===== config.mk =====
export PLATFORM = sky130hd
export DESIGN_NAME = mult_fu_flat
export DESIGN_NICKNAME = d
export VERILOG_FILES = /design/src/rtl/mult_fu_if.sv /design/src/rtl/mult_fu.sv /design/src/flat_wrapper.sv
export SDC_FILE = /design/constraint.sdc
export NUM_CORES = 2
export LEC_CHECK = 0
export BUFFER_PORTS_ARGS = -buffer_cell sky130_fd_sc_hd__buf_2
export CAP_MARGIN = 20
export CORE_ASPECT_RATIO = 2
export CORE_UTILIZATION = 40
export CTS_CLUSTER_DIAMETER = 60
export DETAILED_ROUTE_END_ITERATION = 12
export PLACE_DENSITY = 0.63
export SLEW_MARGIN = 20
export SYNTH_ARGS = -nofsm -noshare
export SYNTH_HDL_FRONTEND = slang
export SYNTH_SLANG_ARGS = --single-unit

===== constraint.sdc =====
create_clock -name clock -period 15.36 [get_ports clock]
set_input_delay 3.072 -clock clock [delete_from_list [all_inputs] [get_ports clock]]
set_output_delay 3.072 -clock clock [all_outputs]
set_load 0.1 [all_outputs]

===== src/rtl/mult_fu_if.sv =====
// Issue-side and CDB-side signals of one multiply functional unit.
// The master drives issue/squash/avail; the slave is the FU itself.
interface mult_fu_if #(
    parameter int ROB_CNT_WIDTH = 5,
    parameter int PRN_WIDTH     = 6
) ();
    typedef struct packed {
        logic [ROB_CNT_WIDTH-1:0] robn;
        logic [PRN_WIDTH-1:0]     dest_prn;
        logic [31:0]              result;
    } mult_packet_t;

    logic                     issue_valid;
    logic                     issue_ready;
    logic [31:0]              rs1_value;
    logic [31:0]              rs2_value;
    logic [1:0]               func;
    logic [ROB_CNT_WIDTH-1:0] robn;
    logic [PRN_WIDTH-1:0]     dest_prn;
    logic                     squash;
    logic                     mult_avail;
    logic                     mult_prepared;
    mult_packet_t             mult_packet;

    modport master (
        output issue_valid, rs1_value, rs2_value, func, robn, dest_prn, squash, mult_avail,
        input  issue_ready, mult_prepared, mult_packet
    );

    modport slave (
        input  issue_valid, rs1_value, rs2_value, func, robn, dest_prn, squash, mult_avail,
        output issue_ready, mult_prepared, mult_packet
    );
endinterface


===== src/rtl/mult_fu.sv =====
// Pipelined RV32M multiplier: each stage folds one CH-bit chunk of the multiplier
// into a 64-bit partial sum; the last stage doubles as the CDB output register.
module mult_fu #(
    parameter int STAGES        = 4,
    parameter int ROB_CNT_WIDTH = 5,
    parameter int PRN_WIDTH     = 6
) (
    input  logic     clock,
    input  logic     reset,
    mult_fu_if.slave bus
);
    localparam int CH   = 64 / STAGES;
    localparam int LAST = STAGES - 1;

    logic [STAGES-1:0]        valid_q, valid_d;
    logic [ROB_CNT_WIDTH-1:0] robn_q   [STAGES];
    logic [ROB_CNT_WIDTH-1:0] robn_d   [STAGES];
    logic [PRN_WIDTH-1:0]     prn_q    [STAGES];
    logic [PRN_WIDTH-1:0]     prn_d    [STAGES];
    logic [1:0]               func_q   [STAGES];
    logic [1:0]               func_d   [STAGES];
    logic [63:0]              mcand_q  [STAGES];
    logic [63:0]              mcand_d  [STAGES];
    logic [63:0]              mplier_q [STAGES];
    logic [63:0]              mplier_d [STAGES];
    logic [63:0]              sum_q    [STAGES];
    logic [63:0]              sum_d    [STAGES];
    logic [63:0]              pp       [STAGES];

    logic [63:0] issue_mcand;
    logic [63:0] issue_mplier;
    logic [31:0] result;
    logic        advance;

    // MULHU is the only op with an unsigned rs1; func[1] marks an unsigned rs2.
    assign issue_mcand  = (bus.func == 2'b11) ? {32'b0, bus.rs1_value}
                                              : {{32{bus.rs1_value[31]}}, bus.rs1_value};
    assign issue_mplier = bus.func[1] ? {32'b0, bus.rs2_value}
                                      : {{32{bus.rs2_value[31]}}, bus.rs2_value};

    // Stage gi contributes mcand * chunk gi, aligned to its bit position.
    generate
        for (genvar gi = 0; gi < STAGES; gi++) begin : g_pp
            if (gi == 0) begin : g_first
                assign pp[gi] = issue_mcand * 64'(issue_mplier[CH-1:0]);
            end else begin : g_rest
                assign pp[gi] = (mcand_q[gi-1] * 64'(mplier_q[gi-1][gi*CH +: CH])) << (gi*CH);
            end
        end
    endgenerate

    // A single advance signal stalls the whole pipe; bubbles are never squeezed out.
    assign advance = bus.mult_avail | ~valid_q[LAST];

    always_comb begin
        valid_d  = valid_q;
        robn_d   = robn_q;
        prn_d    = prn_q;
        func_d   = func_q;
        mcand_d  = mcand_q;
        mplier_d = mplier_q;
        sum_d    = sum_q;
        if (advance) begin
            valid_d[0]  = bus.issue_valid;
            robn_d[0]   = bus.robn;
            prn_d[0]    = bus.dest_prn;
            func_d[0]   = bus.func;
            mcand_d[0]  = issue_mcand;
            mplier_d[0] = issue_mplier;
            sum_d[0]    = pp[0];
            for (int i = 1; i < STAGES; i++) begin
                valid_d[i]  = valid_q[i-1];
                robn_d[i]   = robn_q[i-1];
                prn_d[i]    = prn_q[i-1];
                func_d[i]   = func_q[i-1];
                mcand_d[i]  = mcand_q[i-1];
                mplier_d[i] = mplier_q[i-1];
                sum_d[i]    = sum_q[i-1] + pp[i];
            end
        end
        if (bus.squash) begin
            valid_d = '0;
        end
    end

    always_ff @(posedge clock or posedge reset) begin
        if (reset) begin
            valid_q <= '0;
            for (int i = 0; i < STAGES; i++) begin
                robn_q[i]   <= '0;
                prn_q[i]    <= '0;
                func_q[i]   <= '0;
                mcand_q[i]  <= '0;
                mplier_q[i] <= '0;
                sum_q[i]    <= '0;
            end
        end else begin
            valid_q  <= valid_d;
            robn_q   <= robn_d;
            prn_q    <= prn_d;
            func_q   <= func_d;
            mcand_q  <= mcand_d;
            mplier_q <= mplier_d;
            sum_q    <= sum_d;
        end
    end

    assign result = (func_q[LAST] == 2'b00) ? sum_q[LAST][31:0] : sum_q[LAST][63:32];

    assign bus.issue_ready   = advance;
    assign bus.mult_prepared = valid_q[LAST];
    assign bus.mult_packet   = {robn_q[LAST], prn_q[LAST], result};
endmodule


===== src/flat_wrapper.sv =====
// flat-port wrapper written by rule: the top's interface ports become plain ports
module mult_fu_flat 
#(
    parameter int STAGES        = 4,
    parameter int ROB_CNT_WIDTH = 5,
    parameter int PRN_WIDTH     = 6
)
  (clock, reset, bus_issue_valid, bus_rs1_value, bus_rs2_value, bus_func, bus_robn, bus_dest_prn, bus_squash, bus_mult_avail, bus_issue_ready, bus_mult_prepared, bus_mult_packet);
  mult_fu_if #(.ROB_CNT_WIDTH(ROB_CNT_WIDTH), .PRN_WIDTH(PRN_WIDTH)) bus_i ();
  input  logic clock;
  input  logic reset;
  input wire logic [$bits(bus_i.issue_valid)-1:0] bus_issue_valid;
  input wire logic [$bits(bus_i.rs1_value)-1:0] bus_rs1_value;
  input wire logic [$bits(bus_i.rs2_value)-1:0] bus_rs2_value;
  input wire logic [$bits(bus_i.func)-1:0] bus_func;
  input wire logic [$bits(bus_i.robn)-1:0] bus_robn;
  input wire logic [$bits(bus_i.dest_prn)-1:0] bus_dest_prn;
  input wire logic [$bits(bus_i.squash)-1:0] bus_squash;
  input wire logic [$bits(bus_i.mult_avail)-1:0] bus_mult_avail;
  output wire logic [$bits(bus_i.issue_ready)-1:0] bus_issue_ready;
  output wire logic [$bits(bus_i.mult_prepared)-1:0] bus_mult_prepared;
  output wire logic [$bits(bus_i.mult_packet)-1:0] bus_mult_packet;
  assign bus_i.issue_valid = bus_issue_valid;
  assign bus_i.rs1_value = bus_rs1_value;
  assign bus_i.rs2_value = bus_rs2_value;
  assign bus_i.func = bus_func;
  assign bus_i.robn = bus_robn;
  assign bus_i.dest_prn = bus_dest_prn;
  assign bus_i.squash = bus_squash;
  assign bus_i.mult_avail = bus_mult_avail;
  assign bus_issue_ready = bus_i.issue_ready;
  assign bus_mult_prepared = bus_i.mult_prepared;
  assign bus_mult_packet = bus_i.mult_packet;
  mult_fu #(.STAGES(STAGES), .ROB_CNT_WIDTH(ROB_CNT_WIDTH), .PRN_WIDTH(PRN_WIDTH)) u_core (.clock(clock), .reset(reset), .bus(bus_i));
endmodule

After elaboration in Yosys (flattened, before gate mapping)
Cells that the tools add are included.
{ "word_totals": {"reg_bits": 696, "output_inout_bits": 45, "inputBits": 82} }
{ "classes": {"multipliers": 4, "n_eq_ne": 1, "bitwise": 2, "addsub": 3, "reduce_logical": 2, "mux": 5} }
{ "op_table": {"columns": ["cell", "n"], "rows": [
  ["$add 64x64->64", 3],
  ["$mux 64", 2],
  ["$mul 64x16->16", 1],
  ["$mul 64x16->32", 1],
  ["$mul 64x16->48", 1],
  ["$mul 64x16->64", 1],
  ["$mux 32", 1],
  ["$mux 4", 2],
  ["$eq 2x2->1 const B", 1],
  ["$logic_not 2->1", 1],
  ["$reduce_bool 2->1", 1],
  ["$not 1->1", 1],
  ["$or 1x1->1", 1]
]} }

Longest topological paths before layout
{ "depth": {"depth_word": 4, "depth_mapped": 37, "ltp_nobuf": 35} }

Worst setup path after synthesis
No wires, ideal clock.
{ "synth_path": {"path_kind": "input-to-reg", "from": "input port bus_rs1_value[19]", "to": "register u_core.sum_q[243] (netlist name)", "setup_ns": 0.137, "stages": 24, "arrival_time_ns": 9.048, "required_time_ns": 15.223, "setup_slack_ns": 6.175, "path_cell_list": "clkbuf_1 -> clkbuf_1 -> nand2_1 -> fa_1 -> inv_1 -> fa_1 -> inv_1 -> fa_1 -> fa_1 -> fa_1 -> inv_1 -> fa_1 -> ha_1 -> clkbuf_1 -> a21o_1 -> a31o_1 -> or3_1 -> nor3_1 -> nor3_1 -> o21a_1 -> a221o_1 -> a21boi_1 -> xnor2_1 -> a21oi_1"} }
{ "synth_via": {"elab_chain_len": 2} }
{ "synth_lines": {"columns": ["element", "line_no", "rtl"], "rows": [
  ["start: declaration", "flat_wrapper.sv:13", "input wire logic [$bits(bus_i.rs1_value)-1:0] bus_rs1_value;"],
  ["$mux 64", "mult_fu.sv:36", "assign issue_mcand = (bus.func == 2'b11) ? {32'b0, bus.rs1_value}"],
  ["$mul 64x16->64", "mult_fu.sv:45", "assign pp[gi] = issue_mcand * 64'(issue_mplier[CH-1:0]);"],
  ["end signal: assignment", "mult_fu.sv:104", "sum_q <= sum_d;"],
  ["end: declaration", "mult_fu.sv:26", "logic [63:0] sum_q [STAGES];"]
]} }
No other way between the ends.
A chain may end at the register's enable or synchronous reset.

Final worst setup path
{ "layout_path": {"from": "register u_core.mplier_q[214] (netlist name)", "to": "register u_core.sum_q[191] (netlist name)"} }
{ "layout_via": {"elab_chain_len": 2} }
{ "layout_lines": {"columns": ["element", "line_no", "rtl"], "rows": [
  ["start: declaration", "mult_fu.sv:24", "logic [63:0] mplier_q [STAGES];"],
  ["start signal: assignment", "mult_fu.sv:103", "mplier_q <= mplier_d;"],
  ["$mul 64x16->48", "mult_fu.sv:47", "assign pp[gi] = (mcand_q[gi-1] * 64'(mplier_q[gi-1][gi*CH +: CH])) << (gi*CH);"],
  ["$add 64x64->64", "mult_fu.sv:78", "sum_d[i] = sum_q[i-1] + pp[i];"]
]} }
No other way between the ends.

==> flow_summary.toml <==
[global_routing]
antenna_found_initial = 6
grt_max_degree = 235
grt_pass1_vias = 54790
overflow = 0
grt_pass1_wl_microns = 315200
grt_usage = 0.2537

[worst_setup_path]
critical_path_required_ps = 15850
start_kind = "flip-flop"
cp.arrival_ps = 10760
slowest_delay_ps = 970
cp_common_cell = "fa_1"
crit_path_end_kind = "flip-flop"
cp_max_fo = 34
critical_path.slowest_cell = "dfrtp_2"
crit_type = "flip-flop to flip-flop"

[die]
die_x_microns = 287.2
start_util = 0.4021
io_pins = 127
die_h_microns = 572.5
die_area_sq_um = 164400
core_area_sq_um = 161900
rows = 209

[yosys]
synth-seq-area-share = 0.1584
yosys_warnings = 0
syn_area_per_cell_sq_um = 8.958
yosysTopAreaCellShare = 0.3940
syn_nets = 8992
synth_cell_types = 82
synth_top_cell_by_area = "fa_1"
syn_inst = 7266
synth_edf_count = 0
ys_ff_latch = 412
synth-main-ff-cell = "dfrtp_1"
yosysMostFrequentCell = "nand2_1"
netlist_area_sq_um = 65090
synth_area_leaders = "fa_1, dfrtp_1, nand2_1"
async_flop_share = 1.000
synthTopCellsByCount = "nand2_1, inv_1, fa_1"

[place]
gp_congestion = 1.016
post-dp-hpwl_microns = 162900
io_buffers = 126

[detailed_routing]
vias = 49160
drtIter0Drc = 2878
dr.pass1.iters = 7
vias_per_cell = 5.281
ant_nets = 0
wl_microns = 202600
drc_errors = 0
wire_per_inst_microns = 21.77

[finish]
nets = 8884
syn_to_final_growth_pct = 6.207
drive_above_1_share = 0.04684

[sta]
fmax_ghz = 0.09737
clock-skew-final_ps = 63.50
worstMarginPinSlew_ps = 1120
slew_headroom = 0.2532
hold_viol = 0
setup_violations = 0
fin_crit_sh = 0.6686
min_period_ps = 10270
slew_violations = 0
rsz0062_at_grt = "no"
tns_ps = 0

[clock_network]
cts_buffers = 45
cts_setup_buffers = 0
cts-root-buf = "clkbuf_16"
path_clk_slew_ps = 70
clk_latency_ps = 640
ctsHoldBuffers = 0
clockBufferDepth = 3
cts_tree = "done"
cts.sink_count = 412
ctsResizeCount = 0
htree_levels = 2

[status]
status = "completed"

[min_path]
hold_path.class = "flip-flop to flip-flop"

[flow_run]
maxCapViolations = 0
## kinds of logic after synthesis
kind of cell,count (synthesis),share of synthesized area
mux,36,0.006248
flops,412,0.1584
fa+ha+maj,1644,0.4638
buf+inv,1697,0.09854
compound gates,754,0.07482
xor+xnor,247,0.03324
simple gates,2476,0.1650
## through the flow
| stage | std cells | worst slack, ps | util | area, sq um | hold slack, ps |
|---|---|---|---|---|---|
| floorplan | 7266 | 823.4 | - | 65090 | 431.1 |
| global placement | 9221 | 4660 | 0.4171 | 67520 | 444.2 |
| detailed placement | 9221 | 4472 | 0.4171 | 67520 | 449.1 |
| CTS | 9305 | 5093 | 0.4270 | 69120 | 441.2 |
| global route | 9306 | 4588 | 0.4270 | 69120 | 467.9 |
| finish | 9308 | 5090 | 0.4271 | 69130 | 439.3 |
## area by class of cell
class | count | area [sq um]
repair buffers | 180 | 1049
inverters | 1362 | 5127
clock buffers | 54 | 1210
fillers | 15990 | 92740
clock inverters | 30 | 387.9
well taps | 2110 | 2640
multi-input cells | 5157 | 48380
diodes | 3 | 7.507
flip-flops and latches | 412 | 10320
## sequential cells by signal (all words and copies together), names as in the netlist
| signal | cells |
|---|---|
| u_core.sum_q | 256 |
| u_core.mcand_q | 81 |
| u_core.mplier_q | 19 |
| u_core.prn_q | 18 |
| u_core.robn_q | 15 |
| u_core.bus.mult_packet | 11 |
| u_core.func_q | 8 |
| u_core.valid_q | 4 |
## path summary, 6_finish.rpt
kind | to | start | slack (ps) | depth (start not counted)
worst max-delay path | u_core.sum_q[191] | u_core.mplier_q[214] | 5090 | 31
worst min-delay path | u_core.sum_q[6] | u_core.sum_q[70] | 440 | 2
worst max register to register | u_core.sum_q[191] | u_core.mplier_q[214] | 5090 | 31
worst min register to register | u_core.sum_q[6] | u_core.sum_q[70] | 440 | 2
max in group asynchronous | u_core.mplier_q[208] | reset | 10810 | 4
min in group asynchronous | u_core.sum_q[3] | reset | 2610 | 2
## per-layer routing
| metal | GRT usage | routed length [microns] | vias up | part of all wire |
|---|---|---|---|---|
| li1 | - | - | 21680 | - |
| met1 | 0.2540 | 66580 | 25260 | 0.33 |
| met2 | 0.4789 | 110200 | 1533 | 0.54 |
| met3 | 0.02810 | 8572 | 683 | 0.042 |
| met4 | 0.1845 | 17240 | 6 | 0.085 |
| met5 | 0 | 33 | - | 0.00016 |
## critical path, delay by kind of cell, from the launching register on
kind | cells | cell delay, ps
fa+ha+maj | 8 | 3760
compound gates | 12 | 3170
simple gates | 6 | 1240
buf+inv | 4 | 260
xor+xnor | 1 | 650
flops | 1 | 970
## cell usage in the layout (no fill, tap or decap), drive strengths merged, types with 14 or more instances in the layout
cell    instances
a211o          14
a211oi         20
a21o           95
a21oi         260
a31oi          26
and2          373
and3           17
buf           180
clkbuf         54
clkinv         14
dfrtp         412
fa           1281
ha            363
inv          1370
mux2           34
nand2        1675
nand2b         17
nand3          50
nand4          20
nor2          206
nor2b          15
nor3           39
o211ai         18
o21a           41
o21ai         138
o21bai         37
or3            17
xnor2         163
xor2           84
Power is not shown: default switching activity piles up to over one toggle a cycle in this logic, so the estimate is an artifact.
